File: config.mk
export PLATFORM = sky130hd
export DESIGN_NAME = pc_gen_ras_flat
export DESIGN_NICKNAME = d
export VERILOG_FILES = /design/src/rtl/pc_gen_ras_pkg.sv /design/src/rtl/pc_gen_ras_if.sv /design/src/rtl/pc_ras.sv /design/src/rtl/pc_gen_ras.sv /design/src/flat_wrapper.sv
export SDC_FILE = /design/constraint.sdc
export NUM_CORES = 1
export LEC_CHECK = 0
export CAP_MARGIN = 10
export CORE_ASPECT_RATIO = 0.75
export CORE_MARGIN = 2
export CORE_UTILIZATION = 34
export CTS_CLUSTER_SIZE = 14
export DETAILED_ROUTE_END_ITERATION = 7
export SLEW_MARGIN = 20
export SYNTH_ARGS = -nofsm -noshare
export SYNTH_HDL_FRONTEND = slang
export SYNTH_SLANG_ARGS = --single-unit
File: constraint.sdc
create_clock -name clk -period 3.2 [get_ports clk]
set_input_delay 0.32 -clock clk [delete_from_list [all_inputs] [get_ports clk]]
set_output_delay 0.32 -clock clk [all_outputs]
set_load 0.02 [all_outputs]
File: src/rtl/pc_gen_ras_pkg.sv
// Shared constants for the next-PC generator: default PC width, reset PC
// and the two instruction lengths used by the sequential adder.
package pc_gen_ras_pkg;

    localparam int unsigned PC_W_DEF     = 16;
    localparam int unsigned RESET_PC_DEF = 0;
    localparam int unsigned ILEN_C       = 2;  // compressed instruction
    localparam int unsigned ILEN_N       = 4;  // full-width instruction

    // Width of a counter able to hold 0..depth inclusive.
    function automatic int unsigned cnt_w(input int unsigned depth);
        return $clog2(depth) + 1;
    endfunction

endpackage

File: src/rtl/pc_gen_ras_if.sv
// Fetch-control bus between predictor/decoder (master) and the next-PC
// generator (slave).
//  master drives: pc_move, flush_flag, wait_exe, wait_jmp, decompr_en,
//                 jmp_pred, is_call, is_ret, pc_now, pc_jmp
//  slave drives : pc (comb), ras_hit (comb), ras_cnt (registered)
interface pc_gen_ras_if
    import pc_gen_ras_pkg::*;
#(
    parameter int unsigned PC_W      = PC_W_DEF,
    parameter int unsigned RAS_DEPTH = 4
);
    localparam int unsigned CNT_W = cnt_w(RAS_DEPTH);

    logic             pc_move;
    logic             flush_flag;
    logic             wait_exe;
    logic             wait_jmp;
    logic             decompr_en;
    logic             jmp_pred;
    logic             is_call;
    logic             is_ret;
    logic [PC_W-1:0]  pc_now;
    logic [PC_W-1:0]  pc_jmp;
    logic [PC_W-1:0]  pc;
    logic             ras_hit;
    logic [CNT_W-1:0] ras_cnt;

    modport master (
        output pc_move, flush_flag, wait_exe, wait_jmp, decompr_en,
               jmp_pred, is_call, is_ret, pc_now, pc_jmp,
        input  pc, ras_hit, ras_cnt
    );

    modport slave (
        input  pc_move, flush_flag, wait_exe, wait_jmp, decompr_en,
               jmp_pred, is_call, is_ret, pc_now, pc_jmp,
        output pc, ras_hit, ras_cnt
    );

endinterface

File: src/rtl/pc_ras.sv
// Circular return-address stack.
//  push/pop : may both be set; then the top entry is replaced in place
//  clr      : invalidates all entries (count -> 0)
//  top      : most recent entry (meaningful only when cnt != 0)
//  cnt      : number of valid entries, saturates at DEPTH
// A push when full overwrites the oldest entry, which is the slot just
// above the top pointer in the ring.
module pc_ras
    import pc_gen_ras_pkg::*;
#(
    parameter int unsigned W     = PC_W_DEF,
    parameter int unsigned DEPTH = 4
) (
    input  logic                      clk,
    input  logic                      rst_n,
    input  logic                      push,
    input  logic                      pop,
    input  logic                      clr,
    input  logic [W-1:0]              din,
    output logic [W-1:0]              top,
    output logic [cnt_w(DEPTH)-1:0]   cnt
);
    localparam int unsigned PTR_W = $clog2(DEPTH);
    localparam int unsigned CNT_W = cnt_w(DEPTH);

    logic [W-1:0]     mem [DEPTH];
    logic [PTR_W-1:0] ptr;
    logic [PTR_W-1:0] ptr_inc;
    logic [PTR_W-1:0] wr_idx;

    assign ptr_inc = ptr + PTR_W'(1);
    assign wr_idx  = pop ? ptr : ptr_inc;
    assign top     = mem[ptr];

    // Pointer and count; a combined push+pop leaves both unchanged.
    always_ff @(posedge clk or negedge rst_n) begin
        if (!rst_n) begin
            ptr <= '0;
            cnt <= '0;
        end else if (clr) begin
            cnt <= '0;
        end else if (push && !pop) begin
            ptr <= ptr_inc;
            if (cnt != CNT_W'(DEPTH)) cnt <= cnt + CNT_W'(1);
        end else if (pop && !push && cnt != '0) begin
            ptr <= ptr - PTR_W'(1);
            cnt <= cnt - CNT_W'(1);
        end
    end

    // Entry storage; contents are don't-care until counted valid.
    always_ff @(posedge clk) begin
        if (push && !clr) mem[wr_idx] <= din;
    end

endmodule

File: src/rtl/pc_gen_ras.sv
// Next-PC generator for the fetch stage with return-address stack.
// Picks reset / flush-recovery / stall / RAS / predicted / sequential PC and
// records, per advancing cycle, the PC of the path not taken so that a
// misprediction flagged FLUSH_LAT cycles later can restore it.
//  clk, rst_n : clock, asynchronous active-low reset
//  bus        : pc_gen_ras_if.slave (see interface for signal list)
module pc_gen_ras
    import pc_gen_ras_pkg::*;
#(
    parameter int unsigned PC_W      = PC_W_DEF,
    parameter int unsigned RESET_PC  = RESET_PC_DEF,
    parameter int unsigned FLUSH_LAT = 2,
    parameter int unsigned RAS_DEPTH = 4
) (
    input  logic          clk,
    input  logic          rst_n,
    pc_gen_ras_if.slave   bus
);
    logic                             stall;
    logic                             adv;
    logic                             ras_ok;
    logic                             ras_hit_c;
    logic [PC_W-1:0]                  seq;
    logic [PC_W-1:0]                  alt;
    logic [PC_W-1:0]                  ras_top;
    logic [FLUSH_LAT-1:0][PC_W-1:0]   fq;
    logic [FLUSH_LAT-1:0][PC_W-1:0]   fq_d;

    assign stall     = bus.wait_exe | bus.wait_jmp;
    assign adv       = bus.pc_move & ~bus.flush_flag & ~stall;
    assign seq       = bus.pc_now + (bus.decompr_en ? PC_W'(ILEN_C) : PC_W'(ILEN_N));
    assign ras_ok    = bus.is_ret & (bus.ras_cnt != '0);
    assign ras_hit_c = adv & ras_ok;
    assign bus.ras_hit = ras_hit_c;

    // Next-PC priority mux.
    always_comb begin
        bus.pc = seq;
        if (!bus.pc_move)         bus.pc = PC_W'(RESET_PC);
        else if (bus.flush_flag)  bus.pc = fq[FLUSH_LAT-1];
        else if (stall)           bus.pc = bus.pc_now;
        else if (ras_ok)          bus.pc = ras_top;
        else if (bus.jmp_pred)    bus.pc = bus.pc_jmp;
    end

    // Alternate path: fall-through when redirecting, target otherwise.
    always_comb begin
        alt = bus.pc_jmp;
        if (!bus.flush_flag && !stall && (ras_ok || bus.jmp_pred)) alt = seq;
    end

    // Recovery queue next value: alt enters at the head, others shift up.
    for (genvar i = 0; i < FLUSH_LAT; i++) begin : g_fq
        if (i == 0) begin : g_head
            assign fq_d[i] = alt;
        end else begin : g_tail
            assign fq_d[i] = fq[i-1];
        end
    end

    always_ff @(posedge clk or negedge rst_n) begin
        if (!rst_n)              fq <= '0;
        else if (bus.flush_flag) fq <= '0;
        else if (!stall)         fq <= fq_d;
    end

    pc_ras #(
        .W     (PC_W),
        .DEPTH (RAS_DEPTH)
    ) u_ras (
        .clk   (clk),
        .rst_n (rst_n),
        .push  (adv & bus.is_call & (bus.jmp_pred | ras_hit_c)),
        .pop   (ras_hit_c),
        .clr   (bus.flush_flag),
        .din   (seq),
        .top   (ras_top),
        .cnt   (bus.ras_cnt)
    );

endmodule

File: src/flat_wrapper.sv
// flat-port wrapper written by rule: the top's interface ports become plain ports
module pc_gen_ras_flat import pc_gen_ras_pkg::*;
#(
    parameter int unsigned PC_W      = PC_W_DEF,
    parameter int unsigned RESET_PC  = RESET_PC_DEF,
    parameter int unsigned FLUSH_LAT = 2,
    parameter int unsigned RAS_DEPTH = 4
)
  (clk, rst_n, bus_pc_move, bus_flush_flag, bus_wait_exe, bus_wait_jmp, bus_decompr_en, bus_jmp_pred, bus_is_call, bus_is_ret, bus_pc_now, bus_pc_jmp, bus_pc, bus_ras_hit, bus_ras_cnt);
  pc_gen_ras_if #(.PC_W(PC_W), .RAS_DEPTH(RAS_DEPTH)) bus_i ();
  input  logic clk;
  input  logic rst_n;
  input wire logic [$bits(bus_i.pc_move)-1:0] bus_pc_move;
  input wire logic [$bits(bus_i.flush_flag)-1:0] bus_flush_flag;
  input wire logic [$bits(bus_i.wait_exe)-1:0] bus_wait_exe;
  input wire logic [$bits(bus_i.wait_jmp)-1:0] bus_wait_jmp;
  input wire logic [$bits(bus_i.decompr_en)-1:0] bus_decompr_en;
  input wire logic [$bits(bus_i.jmp_pred)-1:0] bus_jmp_pred;
  input wire logic [$bits(bus_i.is_call)-1:0] bus_is_call;
  input wire logic [$bits(bus_i.is_ret)-1:0] bus_is_ret;
  input wire logic [$bits(bus_i.pc_now)-1:0] bus_pc_now;
  input wire logic [$bits(bus_i.pc_jmp)-1:0] bus_pc_jmp;
  output wire logic [$bits(bus_i.pc)-1:0] bus_pc;
  output wire logic [$bits(bus_i.ras_hit)-1:0] bus_ras_hit;
  output wire logic [$bits(bus_i.ras_cnt)-1:0] bus_ras_cnt;
  assign bus_i.pc_move = bus_pc_move;
  assign bus_i.flush_flag = bus_flush_flag;
  assign bus_i.wait_exe = bus_wait_exe;
  assign bus_i.wait_jmp = bus_wait_jmp;
  assign bus_i.decompr_en = bus_decompr_en;
  assign bus_i.jmp_pred = bus_jmp_pred;
  assign bus_i.is_call = bus_is_call;
  assign bus_i.is_ret = bus_is_ret;
  assign bus_i.pc_now = bus_pc_now;
  assign bus_i.pc_jmp = bus_pc_jmp;
  assign bus_pc = bus_i.pc;
  assign bus_ras_hit = bus_i.ras_hit;
  assign bus_ras_cnt = bus_i.ras_cnt;
  pc_gen_ras #(.PC_W(PC_W), .RESET_PC(RESET_PC), .FLUSH_LAT(FLUSH_LAT), .RAS_DEPTH(RAS_DEPTH)) u_core (.clk(clk), .rst_n(rst_n), .bus(bus_i));
endmodule
==> results of run 1 <==
==> per-layer routing <==
layer	wire, um	share of wire
met5	0	0
met4	127	0.0089
met3	1400	0.098
met2	6070	0.42
met1	6750	0.47
==> cell type report <==
type | instances | area [um^2] | area share
clock buffers | 10 | 229 | 0.0354
multi-input cells | 252 | 2000 | 0.309
clock inverters | 6 | 63.8 | 0.00988
repair buffers | 115 | 1020 | 0.158
well taps | 200 | 250 | 0.0387
inverters | 14 | 52.6 | 0.00813
flip-flops and latches | 101 | 2850 | 0.441
==> where the power goes <==
part           switching (uW)  internal (uW)  total [uW]
sequential               18.9           1430        1450
clock                     466            605        1070
combinational             386            344         730
==> state kept, by name (all words and copies together), names as in the netlist <==
register and cells:
u_core.u_ras.cnt 3, u_core.u_ras.ptr 2, u_core.u_ras.mem 64, u_core.fq 32
==> critical path, cell delays in order <==
cell and delay, ns:
clkdlybuf4s50_1 0.50, ha_1 0.18, inv_1 0.05, fa_1 0.41, nand2b_4 0.22, nor2_1 0.15, xor2_1 0.23, o211ai_1 0.11
a21oi_1 0.23, clkdlybuf4s15_1 0.35
==> logic make-up (layout without fill, tap and decap cells) <==
kind of cell    Yosys count  after routing  share of synthesized area
compound gates          113            114                      0.155
flops                   101            101                      0.579
simple gates             92             92                     0.0964
buf+inv                  43            145                     0.0359
mux                      26             26                     0.0938
xor+xnor                 16             16                     0.0285
fa+ha+maj                 4              4                     0.0117
==> per-stage QoR <==
step	cell area [um^2]	worst slack [ns]	cells	total power, uW
floorplan	4920	0.120	395	1890
global placement	6090	-0.383	678	2190
detailed placement	6090	-0.407	678	2200
CTS	6420	0.00551	695	3270
global route	6460	0.00513	698	3390
finish	6460	0.132	698	3250
==> worst max-delay path by stage <==
stage,start,to,slack (ns),depth (start not counted)
after CTS,bus_decompr_en,bus_pc[4],0.006,10
after global routing,bus_decompr_en,bus_pc[10],0.005,10
after global placement,bus_pc_now[1],bus_pc[13],-0.38,10
final,bus_pc_now[1],bus_pc[5],0.13,10
after floorplan,u_core.u_ras.cnt[1]$_DFFE_PN0P_,u_core.u_ras.mem[1][0]$_DFFE_PP_,0.12,6
after detailed placement,bus_pc_now[1],bus_pc[13],-0.41,10
==> synth_stat cells (all sizes together) (4+ instances only) <==
cell    instances
edfxtp         64
dfrtp          37
nand2          32
a21oi          26
o21ai          26
nor2           18
clkbuf         17
o221ai         17
a22o           16
mux4           16
inv            14
buf            12
xor2           11
mux2i           9
nand4           9
a31oi           8
nand3           8
nand2b          6
a32oi           5
nor3            5
o211ai          5
xnor2           5
or3             4
==> timing repair <==
item	CTS	global route
cloned	1	0
pin swaps	1	3
buffers inserted	0	3
resized for setup	22	16
endpoints found under the setup margin	12	11
==> impl_metrics.py, run 1 <==
metrics = {
    "detailed_routing": {
        "routed_wl_um": 14300,
        "drt_first_iter_violations": 301,
        "vias": 3871,
        "dr.pass1.iters": 8,
        "wl_per_cell_um": 20.6,
        "ant_nets": 0,
        "viasPerCell": 5.55,
        "drc": 0,
    },
    "clock_tree": {
        "postCtsHoldBufs": 0,
        "htree_num_levels": 3,
        "worstSkewPairLatency_ns": 0.34,
        "cts_buffer_depth": 2,
        "cts_made_buffers": 9,
        "clockRootBuffer": "clkbuf_16",
        "clk_pin_slew_worst_paths_ns": 0.07,
        "cts.sinks": 101,
        "cts_tree": "built",
    },
    "hold_path": {
        "hold_class": "primary input to async pin",
    },
    "critical_path": {
        "worstRegToRegCells": 10,
        "r2r_start": "u_core.u_ras.cnt[1]$_DFFE_PN0P_",
        "cp-end-kind": "primary output",
        "rrSetupSlack_ns": 0.82,
        "setup.worst_path.start_class": "primary input",
        "cp.required_ns": 2.88,
        "cp_data_arrival_time_ns": 2.75,
        "critPathMaxFanout": 5,
        "r2r-end": "u_core.u_ras.cnt[2]$_DFFE_PN0P_",
        "crit_type": "primary input to primary output",
    },
    "global_routing": {
        "grt_use_met3": 0.0474,
        "grt_max_degree": 38,
        "grt_usage": 0.193,
        "grtUsageMet2": 0.274,
        "antenna_found_initial": 0,
        "grt.overflow.total": 0,
        "use_met1": 0.299,
        "grt-busiest-layer": "met1",
        "grt_pass1_vias": 3805,
        "grt_pass1_wl_um": 22200,
    },
    "timing": {
        "fmax_mhz": 326,
        "rsz0062_at_grt": "false",
        "slew_viol_final": 0,
        "finalHoldViolCount": 0,
        "max_slew_margin": 0.397,
        "setup_viol": 0,
        "fin_worst_skew_ns": 0.00606,
        "layout_min_cycle_time_ns": 3.07,
        "hold_ws_ns": 0.105,
        "tns_ns": 0,
        "worst_pin_slew_ns": 0.904,
        "fin_crit_sh": 0.959,
    },
    "logic_synthesis": {
        "synthesis.nets": 441,
        "synth_top_area_frac": 0.391,
        "synth-main-ff-cell": "edfxtp_1",
        "async_flop_share": 0.366,
        "syn_area_mm2": 0.00492,
        "synth_edf_count": 64,
        "avgSynthCellArea_um2": 12.5,
        "ys_seq_elements": 101,
        "synth_top_area_cell": "edfxtp_1",
        "netlist_instances": 395,
        "ys_warn_count": 0,
        "synth_cell_types": 45,
        "synth-seq-area-share": 0.579,
        "yosys-top-cells-area": "edfxtp_1 39%, dfrtp_1 19%, mux4_2 7.3%",
    },
    "finish": {
        "final_common_cell": "edfxtp_1",
        "fill_cells": 1293,
        "final_cell_mix": "64 x edfxtp_1, 52 x buf_4, 48 x clkdlybuf4s50_1",
        "layout-drive-gt1-share": 0.221,
        "post-route-util": 0.451,
        "area_delta_synth_final_pct": 31.3,
        "fin_nets": 539,
        "antennaDiodeCount": 0,
    },
    "status": {
        "status": "complete, no violations",
    },
    "power": {
        "worst_ir_drop_vdd_uv": 299,
        "pwr_density_cell_mw_per_mm2": 503,
        "power.leakage_uw": 0.00251,
    },
    "die": {
        "core_mm2": 0.0143,
        "fp.dieW_um": 143,
        "dieArea_mm2": 0.0155,
        "rows": 38,
        "initial_core_util": 0.344,
        "pin_count": 62,
        "die_height_um": 108,
    },
    "placed_design": {
        "io_buffers": 61,
        "dp_hpwl_um": 10000,
        "gp_congestion": 0.927,
    },
    "flow_run": {
        "max_cap_viol_count": 0,
    },
}
No activity file was read; power rests on OpenSTA's default activity.
==> run 2: changes to the inputs <==
Settings changed: SKIP_LAST_GASP set to 1.
==> impl_metrics.py, run 2 (same netlist as run 1, synthesis figures left out) <==
metrics = {
    "finish": {
        "largest_reg_flops": 64,
        "fin_area_mm2": 0.00644,
        "top_regs": "u_core.u_ras.mem: 64 flops, u_core.fq: 32 flops, u_core.u_ras.cnt: 3 flops",
        "area_delta_synth_final_pct": 31.0,
        "final_common_cell": "edfxtp_1",
        "top_register": "u_core.u_ras.mem",
        "fin_nets": 539,
        "layout-drive-gt1-share": 0.219,
        "antennaDiodeCount": 0,
        "final_cell_mix": "64 x edfxtp_1, 52 x buf_4, 48 x clkdlybuf4s50_1",
        "stdcell_count": 698,
    },
    "placed_design": {
        "place_inst": 678,
        "gp_congestion": 0.927,
        "io_buffers": 61,
        "place_area_mm2": 0.00609,
        "dp_hpwl_um": 10000,
    },
    "die": {
        "core_mm2": 0.0143,
        "rows": 38,
        "fp.dieW_um": 143,
        "initial_core_util": 0.344,
        "die_height_um": 108,
        "pin_count": 62,
        "dieArea_mm2": 0.0155,
    },
    "power": {
        "worst_ir_drop_vdd_uv": 301,
        "pwr_density_cell_mw_per_mm2": 505,
        "power.leakage_uw": 0.00250,
    },
    "timing": {
        "worst_pin_slew_ns": 0.905,
        "layout_min_cycle_time_ns": 3.11,
        "setup_viol": 0,
        "fin_worst_skew_ns": 0.00821,
        "max_slew_margin": 0.397,
        "slew_viol_final": 0,
        "fmax_mhz": 321,
        "rsz0062_at_grt": "true",
        "finalHoldViolCount": 0,
        "fin_crit_sh": 0.973,
    },
    "clock_tree": {
        "cts_made_buffers": 9,
        "cts_buffer_depth": 2,
        "htree_num_levels": 3,
        "clockRootBuffer": "clkbuf_16",
        "clk_pin_slew_worst_paths_ns": 0.07,
        "cts.sinks": 101,
        "cts_tree": "built",
        "worstSkewPairLatency_ns": 0.35,
    },
    "global_routing": {
        "grt_usage": 0.193,
        "grt_max_degree": 38,
        "grt_pass1_vias": 3802,
        "grt_pass1_wl_um": 22200,
        "antenna_found_initial": 0,
        "grt.overflow.total": 0,
    },
    "hold_path": {
        "hold_class": "primary input to async pin",
    },
    "flow_run": {
        "max_cap_viol_count": 0,
    },
    "detailed_routing": {
        "wl_per_cell_um": 20.6,
        "drc": 0,
        "routed_wl_um": 14400,
        "vias": 3890,
        "ant_nets": 0,
        "drt_first_iter_violations": 386,
        "dr.pass1.iters": 8,
        "viasPerCell": 5.57,
    },
    "critical_path": {
        "cp.required_ns": 2.88,
        "worstRegToRegCells": 10,
        "slowest_delay_ns": 0.50,
        "crit_type": "primary input to primary output",
        "cp_slowest_cell": "clkdlybuf4s50_1",
        "crit_family": "buffers and inverters",
        "cp_data_arrival_time_ns": 2.79,
        "r2r_start": "u_core.u_ras.cnt[1]$_DFFE_PN0P_",
        "cp-end-kind": "primary output",
        "critPathMaxFanout": 5,
        "worst-path-buf-inv": 3,
        "path_cells": "clkdlybuf4s50_1 -> ha_1 -> inv_1 -> fa_1 -> nand2b_4 -> nor4_2 -> xor2_1 -> nand2_1 -> a31oi_1 -> clkbuf_2",
        "setup.worst_path.start_class": "primary input",
        "rrSetupSlack_ns": 0.81,
        "r2r-end": "u_core.u_ras.cnt[2]$_DFFE_PN0P_",
    },
    "status": {
        "status": "complete, no violations",
    },
}
run 2: changes by cell type in the layout (fill, tap and decap cells not counted), sizes merged:
cell	change
clkdlybuf4s15	-1
clkbuf	+1
dlygate4sd2	+1
buf	-1
run 2: worst max-delay path by stage:
stage / slack, ns / cells after the start / endpoint / start
after floorplan: 0.12 / 6 / u_core.u_ras.mem[1][0]$_DFFE_PP_ / u_core.u_ras.cnt[1]$_DFFE_PN0P_
after global placement: -0.38 / 10 / bus_pc[13] / bus_pc_now[1]
after detailed placement: -0.41 / 10 / bus_pc[13] / bus_pc_now[1]
after CTS: -0.10 / 10 / bus_pc[13] / bus_pc_now[1]
after global routing: -0.003 / 10 / bus_pc[13] / bus_pc_now[1]
final: 0.09 / 10 / bus_pc[13] / bus_pc_now[1]
run 2: layout make-up:
| class | count | area [um^2] |
|---|---|---|
| Inverter | 14 | 52.6 |
| Timing Repair Buffer | 115 | 1020 |
| Clock inverter | 6 | 63.8 |
| Fill cell | 1294 | 7870 |
| Multi-Input combinational cell | 252 | 1980 |
| Tap cell | 200 | 250 |
| Clock buffer | 10 | 229 |
| Sequential cell | 101 | 2850 |
run 2: repair_timing:
action / 4_1_cts / 5_1_grt
pin swaps: 1 / 3
resized for setup: 17 / 17
hold buffers: 0 / 0
setup endpoints to repair: 12 / 12
cloned: 1 / 0
setup buffers: 0 / 3
run 2: metal layers:
metal	routed length [um]	up-vias	global-route usage
li1	-	1721	-
met1	6730	1940	0.300
met2	6110	213	0.273
met3	1410	16	0.0474
met4	133	0	0.0368
met5	0	-	0
run 2: metrics by stage:
| stage | power (uW) | setup TNS (ns) | utilization | hold slack, ns | worst slack [ns] |
|---|---|---|---|---|---|
| after floorplan | 1890 | 0 | - | 0.0244 | 0.120 |
| after global placement | 2190 | -1.90 | 0.425 | 0.463 | -0.383 |
| after detailed placement | 2200 | -2.09 | 0.425 | 0.473 | -0.407 |
| after CTS | 3270 | -0.105 | 0.448 | 0.123 | -0.105 |
| after global routing | 3380 | -0.00255 | 0.450 | 0.169 | -0.00255 |
| final | 3250 | 0 | 0.450 | 0.106 | 0.0866 |
run 2: report_power, final:
part | internal [uW] | switching, uW | leakage, uW
registers | 1430 | 19.1 | 0.00108
logic | 344 | 385 | 0.00128
clock network | 605 | 474 | 0.000138
run 2: worst register-to-register path, delay by kind of cell, from the launching register on:
kind,cells,cell delay [ns]
AND/OR/NAND/NOR,3,0.36
buffers and inverters,2,0.41
AO/OA/AOI/OAI,2,0.52
adder cells (fa/ha/maj),1,0.20
multiplexers,1,0.20
flip-flops,1,0.45
XOR/XNOR,1,0.16
